**src/rtl/microc_pkg.sv**
```systemverilog
// rtl/microc_pkg.sv - shared types and opcode constants for the microc sequencer
package microc_pkg;

  typedef enum logic [1:0] {
    ST_IDLE   = 2'b00,
    ST_RUN    = 2'b01,
    ST_HALTED = 2'b10
  } uc_state_t;

  // OPC_ALU is matched against Opcode[5] alone; the others against Opcode[5:4]
  localparam logic       OPC_ALU = 1'b1;
  localparam logic [1:0] OPC_LI  = 2'b00;
  localparam logic [1:0] OPC_JMP = 2'b01;

  localparam logic [3:0] JC_J    = 4'b0000;
  localparam logic [3:0] JC_JZ   = 4'b0001;
  localparam logic [3:0] JC_JNZ  = 4'b0010;
  localparam logic [3:0] JC_HALT = 4'b0011;

endpackage

```
**src/rtl/uc_dec.sv**
```systemverilog
// rtl/uc_dec.sv - combinational opcode decoder producing raw (ungated) datapath controls
module uc_dec
  import microc_pkg::*;
(
  input  logic [5:0] Opcode,
  input  logic       z,
  output logic       s_inc,
  output logic       s_inm,
  output logic       we3,
  output logic       wez,
  output logic [2:0] Op,
  output logic       is_halt,
  output logic       is_illegal
);

  always_comb begin
    s_inc      = 1'b0;
    s_inm      = 1'b0;
    we3        = 1'b0;
    wez        = 1'b0;
    Op         = 3'b000;
    is_halt    = 1'b0;
    is_illegal = 1'b0;
    if (Opcode[5] == OPC_ALU) begin
      Op  = Opcode[4:2];
      we3 = 1'b1;
      wez = 1'b1;
    end else if (Opcode[5:4] == OPC_LI) begin
      s_inm = 1'b1;
      we3   = 1'b1;
    end else if (Opcode[5:4] == OPC_JMP) begin
      // undefined sub-codes fall through as a NOP with PC+1
      case (Opcode[3:0])
        JC_J:    s_inc = 1'b1;
        JC_JZ:   s_inc = z;
        JC_JNZ:  s_inc = ~z;
        JC_HALT: is_halt = 1'b1;
        default: is_illegal = 1'b1;
      endcase
    end
  end

endmodule

```
**src/rtl/uc_seq.sv**
```systemverilog
// rtl/uc_seq.sv - run/stop/step sequencer gating the microc control decode
module uc_seq
  import microc_pkg::*;
#(
  parameter int CNT_W = 16
) (
  input  logic             clk,
  input  logic             reset,
  input  logic [5:0]       Opcode,
  input  logic             z,
  input  logic             start,
  input  logic             stop,
  input  logic             step_mode,
  input  logic             step,
  output logic             s_inc,
  output logic             s_inm,
  output logic             we3,
  output logic             wez,
  output logic [2:0]       Op,
  output logic             pc_en,
  output logic             running,
  output logic             halted,
  output logic             illegal,
  output logic [CNT_W-1:0] icount
);

  localparam logic [CNT_W-1:0] CNT_ONE = {{(CNT_W-1){1'b0}}, 1'b1};

  uc_state_t  state, state_nxt;
  logic       step_q;
  logic       step_rise;
  logic       exec;
  logic       d_s_inc, d_s_inm, d_we3, d_wez, d_halt, d_illegal;
  logic [2:0] d_op;

  uc_dec u_dec (
    .Opcode     (Opcode),
    .z          (z),
    .s_inc      (d_s_inc),
    .s_inm      (d_s_inm),
    .we3        (d_we3),
    .wez        (d_wez),
    .Op         (d_op),
    .is_halt    (d_halt),
    .is_illegal (d_illegal)
  );

  assign step_rise = step & ~step_q;
  assign exec      = (state == ST_RUN) & ~stop & (~step_mode | step_rise);

  // with exec low every enable drops so the datapath holds its state
  assign s_inc   = exec & d_s_inc;
  assign s_inm   = exec & d_s_inm;
  assign we3     = exec & d_we3;
  assign wez     = exec & d_wez;
  assign Op      = exec ? d_op : 3'b000;
  assign pc_en   = exec & ~d_halt;
  assign running = (state == ST_RUN);
  assign halted  = (state == ST_HALTED);

  always_ff @(posedge clk or posedge reset) begin
    if (reset) begin
      state <= ST_IDLE;
    end else begin
      state <= state_nxt;
    end
  end

  always_comb begin
    state_nxt = state;
    case (state)
      ST_IDLE: begin
        if (start && !stop) state_nxt = ST_RUN;
      end
      ST_RUN: begin
        if (stop) state_nxt = ST_IDLE;
        else if (exec && d_halt) state_nxt = ST_HALTED;
      end
      ST_HALTED: state_nxt = ST_HALTED;
      default:   state_nxt = ST_IDLE;
    endcase
  end

  always_ff @(posedge clk or posedge reset) begin
    if (reset) begin
      step_q  <= 1'b0;
      icount  <= '0;
      illegal <= 1'b0;
    end else begin
      step_q <= step;
      if (exec && !d_halt && (icount != {CNT_W{1'b1}})) begin
        icount <= icount + CNT_ONE;
      end
      if (exec && d_illegal) begin
        illegal <= 1'b1;
      end
    end
  end

endmodule
```
**config.mk**
```make
export PLATFORM = sky130hd
export DESIGN_NAME = uc_seq
export DESIGN_NICKNAME = d
export VERILOG_FILES = /design/src/rtl/microc_pkg.sv /design/src/rtl/uc_dec.sv /design/src/rtl/uc_seq.sv
export SDC_FILE = /design/constraint.sdc
export NUM_CORES = 1
export LEC_CHECK = 0
export ABC_AREA = 1
export BUFFER_PORTS_ARGS = -buffer_cell sky130_fd_sc_hd__buf_2
export CAP_MARGIN = 20
export CELL_PAD_IN_SITES_DETAIL_PLACEMENT = 1
export CELL_PAD_IN_SITES_GLOBAL_PLACEMENT = 1
export CORE_ASPECT_RATIO = 1.25
export CORE_UTILIZATION = 38
export CTS_CLUSTER_DIAMETER = 40
export DETAILED_ROUTE_END_ITERATION = 10
export HOLD_SLACK_MARGIN = 0.12
export MAX_ROUTING_LAYER = met4
export PLACE_DENSITY_LB_ADDON = 0.1
export SKIP_CTS_REPAIR_TIMING = 1
export SYNTH_ARGS = -nofsm -noshare
export SYNTH_HDL_FRONTEND = slang
export SYNTH_SLANG_ARGS = --single-unit
```
**constraint.sdc**
```tcl
create_clock -name clk -period 4.6 [get_ports clk]
set_input_delay 0.23 -clock clk [delete_from_list [all_inputs] [get_ports clk]]
set_output_delay 0.23 -clock clk [all_outputs]
set_load 0.05 [all_outputs]
```
==> qor.yml, run 1 <==
global_routing:
  track_usage_pct: 22.2
  grt_pass1_wl_um: 6480
  grt_antenna_before_repair: 0
  grt_max_degree: 21
  first_global_vias: 1536
  grt-ovfl-total: 0
logic_synthesis:
  yosysWarnings: 0
  netlist_instances: 201
  synthFlopType: "dfrtp_1"
  ys_seq_area_share_pct: 36.7
  syn_area_per_cell_um2: 6.79
  syn-num-nets: 215
  async_flop_share_pct: 100
  synth_top_family_by_area: "simple AND/OR/NAND/NOR gates"
  synth_edf_count: 0
  netlist_area_um2: 1360
  synthAdderAreaFrac_pct: 0.917
  yosys-mux-area-fraction_pct: 0
  yosys_register_bits: 20
  synth_xor_area_share_pct: 4.50
  ys_types: 22
  synth-compound-area-share_pct: 3.58
  synth-simple-area-share_pct: 46.9
timing:
  holdWs_ps: 93.6
  setup_viol: 0
  tightest_slew_ps: 772
  rsz0062_at_grt: "false"
  post-route-min-period_ps: 1840
  fmax_ghz: 0.542
  fin_crit_sh_pct: 40.1
  timing.slew.headroom_pct: 48.5
  setup-tns-final_ps: 0
  hold_viol_final: 0
  fin_worst_skew_ps: 4.89
  slew_violations: 0
detailed_routing:
  post_drt_via_cell_ratio: 5.04
  routedWlPerCell_um: 13.1
  dr.pass1.iters: 4
  drc_errors: 0
  routed_wl_um: 3660
  antenna_left: 0
  drt-initial-drc-count: 24
  vias: 1412
pwr:
  p_leak_nw: 0.927
  p_per_area_nw_per_um2: 336
  vdd_ir_drop_max_mv: 0.291
setup_path:
  crit_path_end_kind: "output pin"
  cp.arrival_ps: 1610
  cp_slowest_cell: "dlygate4sd3_1"
  crit_type: "primary input to output pin"
  start_kind: "primary input"
  max_stage_delay_ps: 520
  reg2regPathDepth: 9
  worst_path_most_repeated_cell: "nand2_1"
  crit_required_ps: 4370
  crit_fanout: 3
  crit_chain: "dlygate4sd3_1 -> buf_2 -> nand2_1 -> nand2_1 -> inv_1 -> nor2_4 -> nand2_1 -> nor2_1 -> buf_2"
final_layout:
  multi_input_area_um2: 762
  syn2layout_area_growth_pct: 21.1
  seqCellArea_um2: 500
  layout-drive-gt1-share_pct: 25.5
  stdcell_count: 280
  fill_cells: 461
  fin_nets: 258
  diodes: 0
die:
  core_area_um2: 3310
  dieWidth_um: 55.6
  rows: 23
  fp.dieArea_um2: 3830
  die_y_um: 69.0
  initial_utilization_pct: 41.2
  ios: 40
flow_run:
  cap_violations: 0
place:
  placed_cells_incl_taps: 275
  port_buffers: 39
  gp_congestion: 0.805
  detailed_place_hpwl_um: 2860
min_path:
  min_path_type: "primary input to async pin"
cts:
  cts_tree: "done"
  h-tree-depth: 1
  clock-sinks: 20
  cts_max_path_buffers: 2
  cts-buffers-inserted: 3
  clk-insertion-delay-late_ps: 260
  cts-root-buf: "clkbuf_8"
  clk_pin_slew_worst_paths_ps: 80
outcome:
  run_status: "finished clean"
[cell type report]
type / count / area share (%)
Sequential cell: 20 / 30.3
Inverter: 22 / 5.00
Multi-Input combinational cell: 157 / 46.1
Clock buffer: 4 / 3.33
Timing Repair Buffer: 40 / 12.4
Tap cell: 37 / 2.80
[cells in the final DEF, fill, tap and decap left out, drive strengths merged]
master,instances
xnor2,4
dlygate4sd3,1
nor3,2
nor2,31
o21ai,5
o21a,1
a31o,1
inv,22
nand2,98
buf,39
nand4,5
clkbuf,4
ha,1
o31ai,1
dfrtp,20
xor2,3
nand3,5
[power breakdown]
group	total, W	internal (W)	switching (W)
clock network	0.000138	0.0000763	0.0000613
logic	0.000196	0.0000487	0.000147
registers	0.000222	0.000196	0.0000260
[cell usage after synthesis (2+ instances only)]
cell type	number	area share [%]
xor2_1	3	1.9
nand2_4	2	1.7
inv_1	18	5.0
nand2_1	92	25
nor2_1	23	6.3
nand3_1	5	1.8
xnor2_1	4	2.6
dfrtp_1	20	37
nand2_2	4	1.8
nor3_1	2	0.73
nand4_1	5	2.3
inv_2	4	1.1
o21ai_0	5	1.8
nor2_4	6	5.0
[routing by layer]
layer,part of all wire [%],vias to the layer above,track usage (%)
li1,-,699,-
met1,40,669,21.3
met2,54,37,44.4
met3,4.1,7,3.17
met4,1.8,0,10.6
met5,0,-,-
[kinds of logic (layout without fill, tap and decap cells)]
logic type / after synthesis / count (layout)
adder cells (fa/ha/maj): 1 / 1
AO/OA/AOI/OAI: 8 / 8
flip-flops: 20 / 20
buffers and inverters: 24 / 66
XOR/XNOR: 7 / 7
AND/OR/NAND/NOR: 141 / 141
[critical path, delay by kind of cell]
family / cells / cell delay, ps
buffers and inverters: 4 / 970
AND/OR/NAND/NOR: 5 / 400
[worst paths after layout]
| path | from | to | slack [ps] |
|---|---|---|---|
| max in group asynchronous | reset | icount[0]$_DFFE_PP0P_ | 4020 |
| worst min register to register | illegal$_DFFE_PP0P_ | illegal$_DFFE_PP0P_ | 470 |
| worst max-delay path | step | Op[2] | 2760 |
| min in group clk | start | state[0]$_DFFE_PP0P_ | 250 |
| worst max register to register | icount[0]$_DFFE_PP0P_ | icount[4]$_DFFE_PP0P_ | 2960 |
| worst min-delay path | reset | state[1]$_DFFE_PP0P_ | 90 |
[flip-flops by register name, indices dropped and copies added, names as in the netlist]
signal   count
icount      16
state        2
step_q       1
illegal      1
[through the flow]
stage / utilization, % / total power (W) / instance area [um2] / setup slack (ps)
3_3_place_gp: 47.9 / 0.000418 / 1590 / 3060
6_report: 49.9 / 0.000556 / 1650 / 2760
2_1_floorplan: - / 0.000372 / 1360 / 2290
5_1_grt: 49.9 / 0.000586 / 1650 / 2620
3_5_place_dp: 47.9 / 0.000424 / 1590 / 2950
4_1_cts: 49.6 / 0.000563 / 1640 / 2830
No activity file was read; power rests on OpenSTA's default activity.
==> inputs of run 2 (changes only) <==
CORE_UTILIZATION = 32   (was 38)
clock period = 1.6 ns   (was 4.6 ns; I/O delays follow)
==> run 2 against run 1 <==
First-iteration DRC count grew 29%. Setup slack got worse by 2700 ps. Utilization fell by 4.9 points. Design area increased by 12%. Combinational power grew to 3.4 times the previous value. Critical path depth shrank 3. Die area rose by 18%. Critical path type is now register to output pin.
==> qor.yml, run 2 (synthesized netlist as in run 1, its figures left out) <==
outcome:
  run_status: "finished clean"
flow_run:
  cap_violations: 0  # unchanged
pwr:
  power_w: 0.00180  # +220%
  p_leak_nw: 0.999  # +7.7%
  vdd_ir_drop_max_mv: 0.414  # +43%
  p_per_area_nw_per_um2: 978  # +190%
setup_path:
  cp_slowest_cell: "dfrtp_1"
  start_kind: "register"
  crit_type: "register to output pin"
  r2r_end: "icount[15]$_DFFE_PP0P_"
  crit_path_end_kind: "output pin"
  cp.arrival_ps: 1420  # -190 ps
  r2r-start: "icount[8]$_DFFE_PP0P_"
  crit_buf_inv: 2  # -2
  crit_fanout: 6  # +3
  max_stage_delay_ps: 430  # -90 ps
  crit_required_ps: 1520  # -2850 ps
  crit_chain: "nor2_4 -> nand2_2 -> inv_2 -> nand2_4 -> nor2_1 -> buf_2"
  reg2regPathDepth: 8  # -1
  r2r_slack_ps: 140  # -2820 ps
  crit_family: "flip-flops"
min_path:
  worstHoldStart: "stop"
  holdPathStages: 4
  min_path_type: "primary input to register"
  min_to: "state[0]$_DFFE_PP0P_"
final_layout:
  fill_cells: 562  # +22%
  diodes: 0  # unchanged
  fin_nets: 269  # +4.3%
  largest_reg_flops: 16  # unchanged
  layout-drive-gt1-share_pct: 30.3  # +4.8 points
  syn2layout_area_growth_pct: 35.1
  final_cell_mix: "nand2_1, buf_2, nor2_1"
  top_register: "icount"
  reg_top3: "icount: 16 flops, state: 2 flops"
  final_common_cell: "nand2_1"
  fin_util_pct: 45.0  # -4.9 points
timing:
  fmax_ghz: 0.665
  hold_viol_final: 0  # unchanged
  fin_crit_sh_pct: 93.9
  tightest_slew_ps: 478  # -293 ps
  fin_ws_ps: 96.9  # -2660 ps
  slew_violations: 0  # unchanged
  fin_worst_skew_ps: 7.78  # +2.89 ps
  post-route-min-period_ps: 1500
  timing.slew.headroom_pct: 68.1  # +20 points
  holdWs_ps: 137  # +43.5 ps
  setup_viol: 0  # unchanged
die:
  ios: 40  # unchanged
  die_y_um: 75.0  # +8.7%
  rows: 26  # +13%
  dieWidth_um: 60.4  # +8.6%
  initial_utilization_pct: 33.3  # -7.9 points
  fp.dieArea_um2: 4530  # +18%
  core_area_um2: 4100  # +24%
global_routing:
  grt_max_degree: 17  # -19%
  first_global_vias: 1374  # -11%
  grt_antenna_before_repair: 0  # unchanged
  track_usage_pct: 20.3  # -2.0 points
  grt-ovfl-total: 0  # unchanged
  grt_pass1_wl_um: 6500  # +0.31%
cts:
  cts-buffers-inserted: 3  # unchanged
  cts-root-buf: "clkbuf_8"
  cts_max_path_buffers: 2  # unchanged
  clock-sinks: 20  # unchanged
  cts_tree: "done"
  clk_pin_slew_worst_paths_ps: 80  # about the same
  h-tree-depth: 1  # unchanged
  clk-insertion-delay-late_ps: 260  # about the same
place:
  port_buffers: 39  # unchanged
  detailed_place_hpwl_um: 3190  # +11%
  dp_slack_ps: 148  # -2800 ps
  gp_congestion: 0.806  # +0.16%
detailed_routing:
  routed_wl_um: 4000  # +9.3%
  routedWlPerCell_um: 12.9  # -1.3%
  drc_errors: 0  # unchanged
  dr.pass1.iters: 4  # unchanged
  antenna_left: 0  # unchanged
  drt-initial-drc-count: 31  # +29%
  vias: 1396  # -1.1%
  post_drt_via_cell_ratio: 4.50  # -11%
run 2: through the flow:
| stage | TNS (ps) | instances | cell area [um2] |
|---|---|---|---|
| final | 0 | 310 | 1840 |
| after global routing | -0.200 | 310 | 1840 |
| after CTS | -21.5 | 306 | 1770 |
| after detailed placement | 0 | 302 | 1700 |
| after global placement | 0 | 302 | 1700 |
| after floorplan | -3190 | 201 | 1380 |
run 2: how the worst max path moves through the flow:
stage	start	to	slack (ps)	depth (start not counted)
floorplan	state[1]$_DFFE_PP0P_	icount[12]$_DFFE_PP0P_	-200	9
global placement	icount[8]$_DFFE_PP0P_	icount[2]$_DFFE_PP0P_	180	8
detailed placement	icount[8]$_DFFE_PP0P_	icount[15]$_DFFE_PP0P_	150	8
CTS	state[0]$_DFFE_PP0P_	Op[2]	-20	7
global route	state[0]$_DFFE_PP0P_	Op[0]	-0.2	7
finish	state[1]$_DFFE_PP0P_	we3	100	6
run 2: final cells by class:
type                            instances  area (um2)  share of cell area [%]
Sequential cell                        20         503                    27.3
Inverter                               22        82.6                    4.48
Timing Repair Buffer                   51         334                    18.1
Tap cell                               56        70.1                    3.80
Multi-Input combinational cell        157         782                    42.4
Clock buffer                            3        41.3                    2.24
Clock inverter                          1        30.0                    1.63
run 2: power breakdown:
| group | total [W] | switching [W] | internal, W |
|---|---|---|---|
| sequential | 0.000626 | 0.0000573 | 0.000569 |
| combinational | 0.000660 | 0.000466 | 0.000194 |
| clock | 0.000515 | 0.000181 | 0.000334 |
run 2: layer usage:
layer  global-route usage (%)  vias up  routed length [um]
li1                         -      718                   -
met2                     37.5       33                2130
met1                     22.9      641                1710
met4                     5.43        0                  33
met5                        -        -                   0
met3                     1.72        4                 128
run 2: tightest hold or removal path: cells and delay by family:
kind | cells | cell delay [ps]
simple gates | 1 | 80
compound gates | 1 | 70
buf+inv | 2 | 120
==> inputs of run 3 (changes only) <==
ABC_AREA = default   (was 1)
==> run 3 against run 2 <==
The run now ends with setup timing left. Sequential cell count did not move. Utilization increased by 20 points. Setup slack got worse by 400 ps. Register-to-register slack lost 440 ps. Fmax down 21%. Power decreased by 6.7%. Worst hold slack better by 120 ps. Via count down 19%. Die area shrank 23%. Sequential share of layout area shrank 1.2 points. Critical endpoint is now icount[13]$_DFFE_PP0P_. Largest cell class unchanged.
==> qor.yml, run 3 <==
logic_synthesis:
  netlist_area_um2: 1040  # -23%
  yosysTopAreaCell: "dfrtp_1"
  synth_top_area_share_pct: 47.9  # +11 points
  syn_area_per_cell_um2: 10.4  # +54%
  synth.area.top_cells: "dfrtp_1, xor2_1, nor2_1"
  synth-compound-area-share_pct: 9.58  # +6.0 points
  yosys-mux-area-fraction_pct: 3.11  # +3.1 points
  synth_commonest_cells: "dfrtp_1, nor2_1, xor2_1, nand2_1"
  synth_top_family_by_area: "simple AND/OR/NAND/NOR gates"
  syn-num-nets: 114  # -47%
  yosys_register_bits: 20  # unchanged
  ys_seq_area_share_pct: 47.9  # +11 points
  ys_types: 29  # +32%
  netlist_instances: 100  # -50%
  synth_xor_area_share_pct: 10.9  # +6.4 points
  synthAdderAreaFrac_pct: 1.20  # +0.28 points
  synthFlopType: "dfrtp_1"
  synth-simple-area-share_pct: 26.2  # -21 points
  synth_most_common_cell: "dfrtp_1"
  synth_edf_count: 0  # unchanged
  async_flop_share_pct: 100  # unchanged
  yosysWarnings: 0  # unchanged
setup_path:
  crit_fanout: 4  # -2
  cp_slowest_cell: "or4_4"
  reg2regPathDepth: 5  # -3
  crit_chain: "nand2b_4 -> a2111o_1 -> or4_4 -> nor3_4 -> xor2_1"
  max_stage_delay_ps: 490  # +60 ps
  crit_required_ps: 1820  # +300 ps
  crit_type: "register to register"
  crit_path_end_kind: "register"
  cp.arrival_ps: 2120  # +700 ps
  start_kind: "register"
pwr:
  vdd_ir_drop_max_mv: 0.918  # +120%
  p_per_area_nw_per_um2: 851  # -13%
  p_leak_nw: 1.02  # +2.2%
final_layout:
  top_register: "icount"
  largest_reg_flops: 16  # unchanged
  final_area_um2: 1970  # +7.1%
  reg_top3: "icount: 16 flops, state: 2 flops"
  fin_util_pct: 65.2  # +20 points
  syn2layout_area_growth_pct: 88.9
  diodes: 0  # unchanged
  fill_cells: 359  # -36%
  final_cell_mix: "buf_4, buf_2, dfrtp_2"
  fin_nets: 205  # -24%
  final_common_cell: "buf_4"
  layout-drive-gt1-share_pct: 66.8  # +37 points
outcome:
  violations: "setup timing"
  run_status: "finished, violations left"
place:
  port_buffers: 39  # unchanged
  placed_cell_area_um2: 1650  # -3.3%
  detailed_place_hpwl_um: 2600  # -18%
  gp_congestion: 0.676  # -16%
cts:
  cts_max_path_buffers: 2  # unchanged
  cts_tree: "done"
  clock-sinks: 20  # unchanged
  h-tree-depth: 1  # unchanged
  clk-insertion-delay-late_ps: 300  # +40 ps
  cts-buffers-inserted: 3  # unchanged
  clk_pin_slew_worst_paths_ps: 110  # +30 ps
  cts-root-buf: "clkbuf_4"
min_path:
  holdPathStages: 5  # +1
  min_path_type: "primary input to register"
detailed_routing:
  routedWlPerCell_um: 15.7  # +22%
  post_drt_via_cell_ratio: 5.01  # +11%
  vias: 1133  # -19%
  drc_errors: 0  # unchanged
  routed_wl_um: 3560  # -11%
  antenna_left: 0  # unchanged
  dr.pass1.iters: 4  # unchanged
  drt-initial-drc-count: 16  # -48%
timing:
  tightest_slew_ps: 403  # -75.1 ps
  rsz0062_at_grt: "true"
  fin_ws_ps: -303  # -400 ps
  hold_viol_final: 0  # unchanged
  timing.slew.headroom_pct: 72.4  # +4.3 points
  fin_worst_skew_ps: 9.14  # +1.36 ps
  slew_violations: 0  # unchanged
  setup_viol: 23  # +23
  fin_crit_sh_pct: 119  # +25 points
  post-route-min-period_ps: 1900  # +400 ps
  fmax_ghz: 0.525  # -21%
global_routing:
  grt_antenna_before_repair: 0  # unchanged
  grt_pass1_wl_um: 5290  # -19%
  first_global_vias: 1195  # -13%
  grt_max_degree: 21  # +4
  track_usage_pct: 21.4  # +1.1 points
  grt-ovfl-total: 0  # unchanged
die:
  rows: 22  # -15%
  fp.dieArea_um2: 3500  # -23%
  initial_utilization_pct: 34.5  # +1.2 points
  ios: 40  # unchanged
  die_y_um: 65.9  # -12%
  dieWidth_um: 53.1  # -12%
  core_area_um2: 3030  # -26%
flow_run:
  cap_violations: 0  # unchanged
-- run 3: metal layers --
layer  track usage, %  vias to the layer above  part of all wire [%]
met5                -                        -                     0
met4             8.55                        0                   1.9
met3             2.99                        6                   3.1
met2             40.3                       34                    58
met1             21.3                      555                    37
li1                 -                      538                     -
-- run 3: kinds of logic (layout without fill, tap and decap cells) --
logic type	after synthesis	count (layout)
flops	20	20
fa+ha+maj	1	1
xor+xnor	13	13
mux	3	3
compound gates	10	10
simple gates	50	50
buf+inv	3	93
-- run 3: path summary, 6_finish.rpt --
| path | start | endpoint | slack [ps] |
|---|---|---|---|
| hold reg to reg | icount[7]$_DFFE_PP0P_ | icount[7]$_DFFE_PP0P_ | 480 |
| setup / recovery | step_q$_DFF_PP0_ | icount[13]$_DFFE_PP0P_ | -300 |
| min in group asynchronous | reset | state[0]$_DFFE_PP0P_ | 330 |
| setup reg to reg | step_q$_DFF_PP0_ | icount[13]$_DFFE_PP0P_ | -300 |
| max in group asynchronous | reset | icount[13]$_DFFE_PP0P_ | 1030 |
| hold / removal | Opcode[5] | illegal$_DFFE_PP0P_ | 250 |
-- run 3: metrics by stage --
step | setup TNS, ps | hold WS [ps] | total power (W) | setup WS [ps] | instances
floorplan | -3060 | 43.1 | 0.00108 | -273 | 100
global placement | -1450 | 114 | 0.00135 | -180 | 212
detailed placement | -2410 | 127 | 0.00137 | -265 | 212
CTS | -5560 | -209 | 0.00162 | -504 | 216
global route | -5960 | 267 | 0.00177 | -361 | 226
finish | -4270 | 253 | 0.00168 | -303 | 226
-- run 3: final cells by class --
class / instances / area [um2] / area share (%)
Clock buffer: 4 / 26.3 / 1.33
Inverter: 3 / 11.3 / 0.571
Sequential cell: 20 / 514 / 26.1
Timing Repair Buffer: 86 / 666 / 33.7
Tap cell: 36 / 45.0 / 2.28
Multi-Input combinational cell: 77 / 711 / 36.0
-- run 3: power breakdown --
part           internal, W  total [W]  switching, W  leakage, nW
clock network    0.0000971   0.000248      0.000151       0.0150
logic             0.000305   0.000775      0.000470        0.760
registers         0.000584   0.000658     0.0000732        0.246
-- run 3: worst max-delay path, delay by kind of cell, from the launching register on --
kind	cells	cell delay (ps)
AO/OA/AOI/OAI	1	420
XOR/XNOR	1	160
flip-flops	1	390
AND/OR/NAND/NOR	3	850
